### config.mk
export PLATFORM = sky130hd
export DESIGN_NAME = mem_lsu_flat
export DESIGN_NICKNAME = d
export VERILOG_FILES = /design/src/rtl/mem_lsu_if.sv /design/src/rtl/mem_lsu.sv /design/src/flat_wrapper.sv
export SDC_FILE = /design/constraint.sdc
export NUM_CORES = 1
export LEC_CHECK = 0
export CORE_MARGIN = 1
export CORE_UTILIZATION = 25
export DETAILED_ROUTE_END_ITERATION = 12
export DONT_BUFFER_PORTS = 1
export HOLD_SLACK_MARGIN = 0.03
export PLACE_DENSITY = 0.46
export REMOVE_ABC_BUFFERS = 1
export SLEW_MARGIN = 10
export SYNTH_ARGS = -nofsm -noshare
export SYNTH_HDL_FRONTEND = slang
export SYNTH_SLANG_ARGS = --single-unit
### constraint.sdc
create_clock -name clk -period 3.91 [get_ports clk]
set_input_delay 0.391 -clock clk [delete_from_list [all_inputs] [get_ports clk]]
set_output_delay 0.391 -clock clk [all_outputs]
set_load 0.01 [all_outputs]
### src/rtl/mem_lsu_if.sv
// Data-memory port: request/grant handshake plus a response valid strobe.
interface mem_lsu_if;
  logic        dmem_req;
  logic        dmem_we;
  logic [31:0] dmem_addr;
  logic [3:0]  dmem_wstrb;
  logic [31:0] dmem_wdata;
  logic        dmem_gnt;
  logic        dmem_rvalid;
  logic [31:0] dmem_rdata;

  modport master (
    output dmem_req, dmem_we, dmem_addr, dmem_wstrb, dmem_wdata,
    input  dmem_gnt, dmem_rvalid, dmem_rdata
  );

  modport slave (
    input  dmem_req, dmem_we, dmem_addr, dmem_wstrb, dmem_wdata,
    output dmem_gnt, dmem_rvalid, dmem_rdata
  );
endinterface

### src/rtl/mem_lsu.sv
// MEM-stage load/store unit: one bus transaction per memory instruction,
// pipeline stalled until the access (or its misalignment trap) completes.
module mem_lsu (
  input  logic          clk,
  input  logic          rst,
  input  logic          ex_valid,
  input  logic          mem_read,
  input  logic          mem_write,
  input  logic [2:0]    funct3,
  input  logic [31:0]   addr,
  input  logic [31:0]   store_data,
  mem_lsu_if.master     dmem,
  output logic          stall,
  output logic [31:0]   load_data,
  output logic          misaligned,
  output logic          done
);

  typedef enum logic [1:0] {IDLE, REQ, WAIT, DONE} state_t;

  state_t      state, state_n;
  logic        mem_op, is_ld, sz_ok, trap;
  logic        accept, capture, stall_c;
  logic [3:0]  wstrb_c;
  logic [31:0] wdata_c;
  logic [1:0]  off_q;
  logic        ld_q;

  assign mem_op = ex_valid & (mem_read | mem_write);
  // a load wins when both read and write are asserted
  assign is_ld  = mem_read;
  // stores only define widths 000..010; loads use funct3[2] as the unsigned flag
  assign sz_ok  = is_ld | ~funct3[2];
  assign trap   = sz_ok & (((funct3[1:0] == 2'b01) & addr[0]) |
                           ((funct3[1:0] == 2'b10) & (addr[1:0] != 2'b00)));

  // byte enables and lane-replicated data for the incoming store
  always_comb begin
    wstrb_c = 4'b0000;
    wdata_c = 32'h0;
    if (!is_ld && sz_ok) begin
      case (funct3[1:0])
        2'b00: begin
          wstrb_c = 4'b0001 << addr[1:0];
          wdata_c = {4{store_data[7:0]}};
        end
        2'b01: begin
          wstrb_c = 4'b0011 << {addr[1], 1'b0};
          wdata_c = {2{store_data[15:0]}};
        end
        2'b10: begin
          wstrb_c = 4'b1111;
          wdata_c = store_data;
        end
        default: begin
          wstrb_c = 4'b0000;
          wdata_c = store_data;
        end
      endcase
    end
  end

  // next state, stall and the accept/capture strobes
  always_comb begin
    state_n = state;
    stall_c = 1'b0;
    accept  = 1'b0;
    capture = 1'b0;
    case (state)
      IDLE: if (mem_op) begin
        stall_c = 1'b1;
        accept  = 1'b1;
        state_n = trap ? DONE : REQ;
      end
      REQ: begin
        stall_c = 1'b1;
        if (dmem.dmem_gnt) begin
          if (dmem.dmem_rvalid) begin
            capture = 1'b1;
            state_n = DONE;
          end else begin
            state_n = WAIT;
          end
        end
      end
      WAIT: begin
        stall_c = 1'b1;
        if (dmem.dmem_rvalid) begin
          capture = 1'b1;
          state_n = DONE;
        end
      end
      DONE: state_n = IDLE;
      default: state_n = IDLE;
    endcase
  end

  // stall must read low while reset is held, whatever the pipeline presents
  assign stall = stall_c & ~rst;

  // state register
  always_ff @(posedge clk or posedge rst) begin
    if (rst) state <= IDLE;
    else     state <= state_n;
  end

  // bus outputs are registered so they stay stable for the whole REQ phase
  always_ff @(posedge clk or posedge rst) begin
    if (rst) begin
      dmem.dmem_req   <= 1'b0;
      dmem.dmem_we    <= 1'b0;
      dmem.dmem_addr  <= 32'h0;
      dmem.dmem_wstrb <= 4'b0000;
      dmem.dmem_wdata <= 32'h0;
      off_q           <= 2'b00;
      ld_q            <= 1'b0;
    end else begin
      dmem.dmem_req <= (state_n == REQ);
      if (accept) begin
        dmem.dmem_we    <= ~is_ld;
        dmem.dmem_addr  <= {addr[31:2], 2'b00};
        dmem.dmem_wstrb <= wstrb_c;
        dmem.dmem_wdata <= wdata_c;
        off_q           <= addr[1:0];
        ld_q            <= is_ld;
      end
    end
  end

  // completion pulses and right-justified load capture
  always_ff @(posedge clk or posedge rst) begin
    if (rst) begin
      done       <= 1'b0;
      misaligned <= 1'b0;
      load_data  <= 32'h0;
    end else begin
      done       <= (state_n == DONE);
      misaligned <= accept & trap;
      if (capture && ld_q)
        load_data <= dmem.dmem_rdata >> {off_q, 3'b000};
    end
  end

endmodule

### src/flat_wrapper.sv
// flat-port wrapper written by rule: the top's interface ports become plain ports
module mem_lsu_flat 
  (clk, rst, ex_valid, mem_read, mem_write, funct3, addr, store_data, stall, load_data, misaligned, done, dmem_dmem_req, dmem_dmem_we, dmem_dmem_addr, dmem_dmem_wstrb, dmem_dmem_wdata, dmem_dmem_gnt, dmem_dmem_rvalid, dmem_dmem_rdata);
  mem_lsu_if dmem_i ();
  input  logic clk;
  input  logic rst;
  input  logic ex_valid;
  input  logic mem_read;
  input  logic mem_write;
  input  logic [2:0] funct3;
  input  logic [31:0] addr;
  input  logic [31:0] store_data;
  output logic stall;
  output logic [31:0] load_data;
  output logic misaligned;
  output logic done;
  output wire logic [$bits(dmem_i.dmem_req)-1:0] dmem_dmem_req;
  output wire logic [$bits(dmem_i.dmem_we)-1:0] dmem_dmem_we;
  output wire logic [$bits(dmem_i.dmem_addr)-1:0] dmem_dmem_addr;
  output wire logic [$bits(dmem_i.dmem_wstrb)-1:0] dmem_dmem_wstrb;
  output wire logic [$bits(dmem_i.dmem_wdata)-1:0] dmem_dmem_wdata;
  input wire logic [$bits(dmem_i.dmem_gnt)-1:0] dmem_dmem_gnt;
  input wire logic [$bits(dmem_i.dmem_rvalid)-1:0] dmem_dmem_rvalid;
  input wire logic [$bits(dmem_i.dmem_rdata)-1:0] dmem_dmem_rdata;
  assign dmem_dmem_req = dmem_i.dmem_req;
  assign dmem_dmem_we = dmem_i.dmem_we;
  assign dmem_dmem_addr = dmem_i.dmem_addr;
  assign dmem_dmem_wstrb = dmem_i.dmem_wstrb;
  assign dmem_dmem_wdata = dmem_i.dmem_wdata;
  assign dmem_i.dmem_gnt = dmem_dmem_gnt;
  assign dmem_i.dmem_rvalid = dmem_dmem_rvalid;
  assign dmem_i.dmem_rdata = dmem_dmem_rdata;
  mem_lsu u_core (.clk(clk), .rst(rst), .ex_valid(ex_valid), .mem_read(mem_read), .mem_write(mem_write), .funct3(funct3), .addr(addr), .store_data(store_data), .dmem(dmem_i), .stall(stall), .load_data(load_data), .misaligned(misaligned), .done(done));
endmodule
==> results.json <==
{
  "fin_cells": 724,
  "drv_slew": 0,
  "coreArea_um2": 19500,
  "clk_pin_slew_worst_paths_ns": 0.08,
  "antenna_found_initial": 0,
  "io_pins": 211,
  "hold_viol": 0,
  "cts_root_buffer": "clkbuf_16",
  "synthArstFlopShare": 1.00,
  "finalInstanceArea_um2": 5480,
  "synth_edf_count": 0,
  "utilization": 0.280,
  "rr_endpoint": "u_core.off_q[0]",
  "grt_max_degree": 78,
  "crit_arrival_ns": 2.00,
  "layout_common_cells": "dfrtp_1, nand2_1, mux2_2, o21ai_0, o21ai_1",
  "dp_cells": 708,
  "vias_per_cell": 4.65,
  "htree_levels": 3,
  "clock-sinks": 107,
  "syn_area_um2": 4990,
  "die_w_um": 143,
  "grt-ovfl-total": 0,
  "cp_cell_sequence": "inv_1, ha_1, o211ai_4, a211oi_1",
  "grt_pass1_wl_um": 18900,
  "yosys_register_bits": 107,
  "gp_congestion": 0.710,
  "vdd_ir_drop_max_uv": 197,
  "place_area_um2": 5190,
  "cts_buffers": 9,
  "skew_ns": 0.00779,
  "dp_slack_ns": 1.57,
  "nFillCells": 2057,
  "routed_wl_um": 12600,
  "path_buf_inv": 1,
  "cts_setup_buffers": 0,
  "yosysSeqAreaShare": 0.536,
  "status": "finished clean",
  "nNetsFinal": 566,
  "firstDrtPassIters": 4,
  "rsz0062_at_grt": "no",
  "wire_per_inst_um": 17.4,
  "synthToLayoutAreaGrowth_pct": 9.70,
  "endpoint_kind": "output port",
  "crit_slowest_cell": "a211oi_1",
  "vias": 3368,
  "clock_path_buffers": 2,
  "total_leakage_power_nw": 2.36,
  "worst_pin_slew_ns": 0.978,
  "max_slew_margin": 0.348,
  "clkLatencyLatePin_ns": 0.35,
  "r2r-start": "u_core.state[0]",
  "hold_path_class": "input port to async pin",
  "syn_inst": 468,
  "hold_buffers": 0,
  "avgSynthCellArea_um2": 10.7,
  "holdWs_ns": 0.138,
  "drc": 0,
  "tns_ns": 0,
  "grt_usage": 0.122,
  "setup_viol": 0,
  "cts.repair.resized": 0,
  "dp_hpwl_um": 8700,
  "synth.distinct_cells": 35,
  "multi_input_area_um2": 2120,
  "finalCritPeriodShare": 0.613,
  "drv_cap": 0,
  "port_buffers": 0,
  "r2r_slack_ns": 1.58,
  "synth_ff_type": "dfrtp_1",
  "path_class": "flop to output port",
  "finalPower_mw": 4.13,
  "antenna_left": 0,
  "yosysWarnings": 0,
  "p_per_area_nw_per_um2": 755,
  "reg2regPathDepth": 5,
  "start_kind": "flop",
  "initial_core_util": 0.256,
  "max_stage_delay_ns": 0.53,
  "rows": 51,
  "critPathMaxFanout": 21,
  "layout_commonest_cell": "dfrtp_1",
  "grt_pass1_vias": 3418,
  "min_period_ns": 2.40,
  "fp.dieArea_um2": 20500,
  "drive_above_1_share": 0.163,
  "antenna_cells": 0,
  "setup_ws_ns": 1.51,
  "die_height_um": 143,
  "regArea_um2": 2680,
  "cts_tree": "built",
  "drt_iter0_drc": 175,
  "max_freq_ghz": 0.418,
  "worst_path_dominant_cell_family": "compound AO/OA/AOI/OAI gates",
  "crit_required_ns": 3.52
}
## synthesized netlist by cell type (3+ instances only)
library cell | instances | area share
nor2b_1 | 26 | 0.033
inv_1 | 7 | 0.0053
buf_2 | 13 | 0.013
a21oi_1 | 20 | 0.020
o21ai_0 | 36 | 0.036
nand2_1 | 82 | 0.062
dfrtp_1 | 107 | 0.54
o31ai_1 | 8 | 0.012
o21ai_1 | 30 | 0.030
buf_4 | 7 | 0.011
a211oi_1 | 9 | 0.014
clkbuf_1 | 8 | 0.0060
ha_1 | 6 | 0.015
mux2i_1 | 24 | 0.048
nor2_1 | 15 | 0.011
nand2b_1 | 3 | 0.0038
mux2_2 | 46 | 0.10
## state kept, by name (all words and copies together), names as in the netlist
name and cells:
u_core.dmem.dmem_wstrb 4, u_core.ld_q 1, u_core.state 2, u_core.off_q 2, u_core.done 1, u_core.dmem.dmem_req 1, u_core.load_data 32, u_core.dmem.dmem_wdata 32
u_core.dmem.dmem_we 1, u_core.dmem.dmem_addr 30, u_core.misaligned 1
## report_power, final
| group | internal [mW] | switching (mW) | total, mW | leakage (nW) |
|---|---|---|---|---|
| clock | 0.445 | 0.452 | 0.897 | 0.139 |
| combinational | 0.510 | 0.626 | 1.14 | 0.850 |
| sequential | 1.56 | 0.537 | 2.10 | 1.37 |
| total | 2.52 | 1.62 | 4.13 | 2.36 |
## worst max path at each step
stage / start / end / cells past startpoint
6_report: u_core.state[0] / stall / 4
5_1_grt: u_core.state[0] / stall / 4
4_1_cts: u_core.state[0] / stall / 4
3_5_place_dp: u_core.state[0] / u_core.dmem.dmem_addr[12] / 5
3_3_place_gp: u_core.state[0] / u_core.off_q[0] / 5
2_1_floorplan: rst / u_core.dmem.dmem_addr[10] / 1
## final cells by class
| cell class | count | share of cell area |
|---|---|---|
| inverters | 7 | 0.00526 |
| clock inverters | 7 | 0.0107 |
| repair buffers | 5 | 0.00686 |
| clock buffers | 9 | 0.0411 |
| multi-input cells | 324 | 0.386 |
| well taps | 265 | 0.0606 |
| flip-flops and latches | 107 | 0.489 |
## layer usage
| metal | track usage | routed length [µm] | vias to the layer above |
|---|---|---|---|
| met1 | 0.141 | 5140 | 1639 |
| met3 | 0.0443 | 1230 | 11 |
| met2 | 0.202 | 5990 | 140 |
| met5 | 0 | 0 | - |
| met4 | 0.0538 | 215 | 0 |
| li1 | - | - | 1578 |
## kinds of logic (layout without fill, tap and decap cells)
group	count (synthesis)	after routing	share of synthesized area
compound gates	110	110	0.126
xor+xnor	1	1	0.00176
fa+ha+maj	6	6	0.0150
buf+inv	38	28	0.0404
flops	107	107	0.536
mux	72	72	0.158
other cells	1	2	0.000751
simple gates	133	133	0.121
No activity file was read; power rests on OpenSTA's default activity.
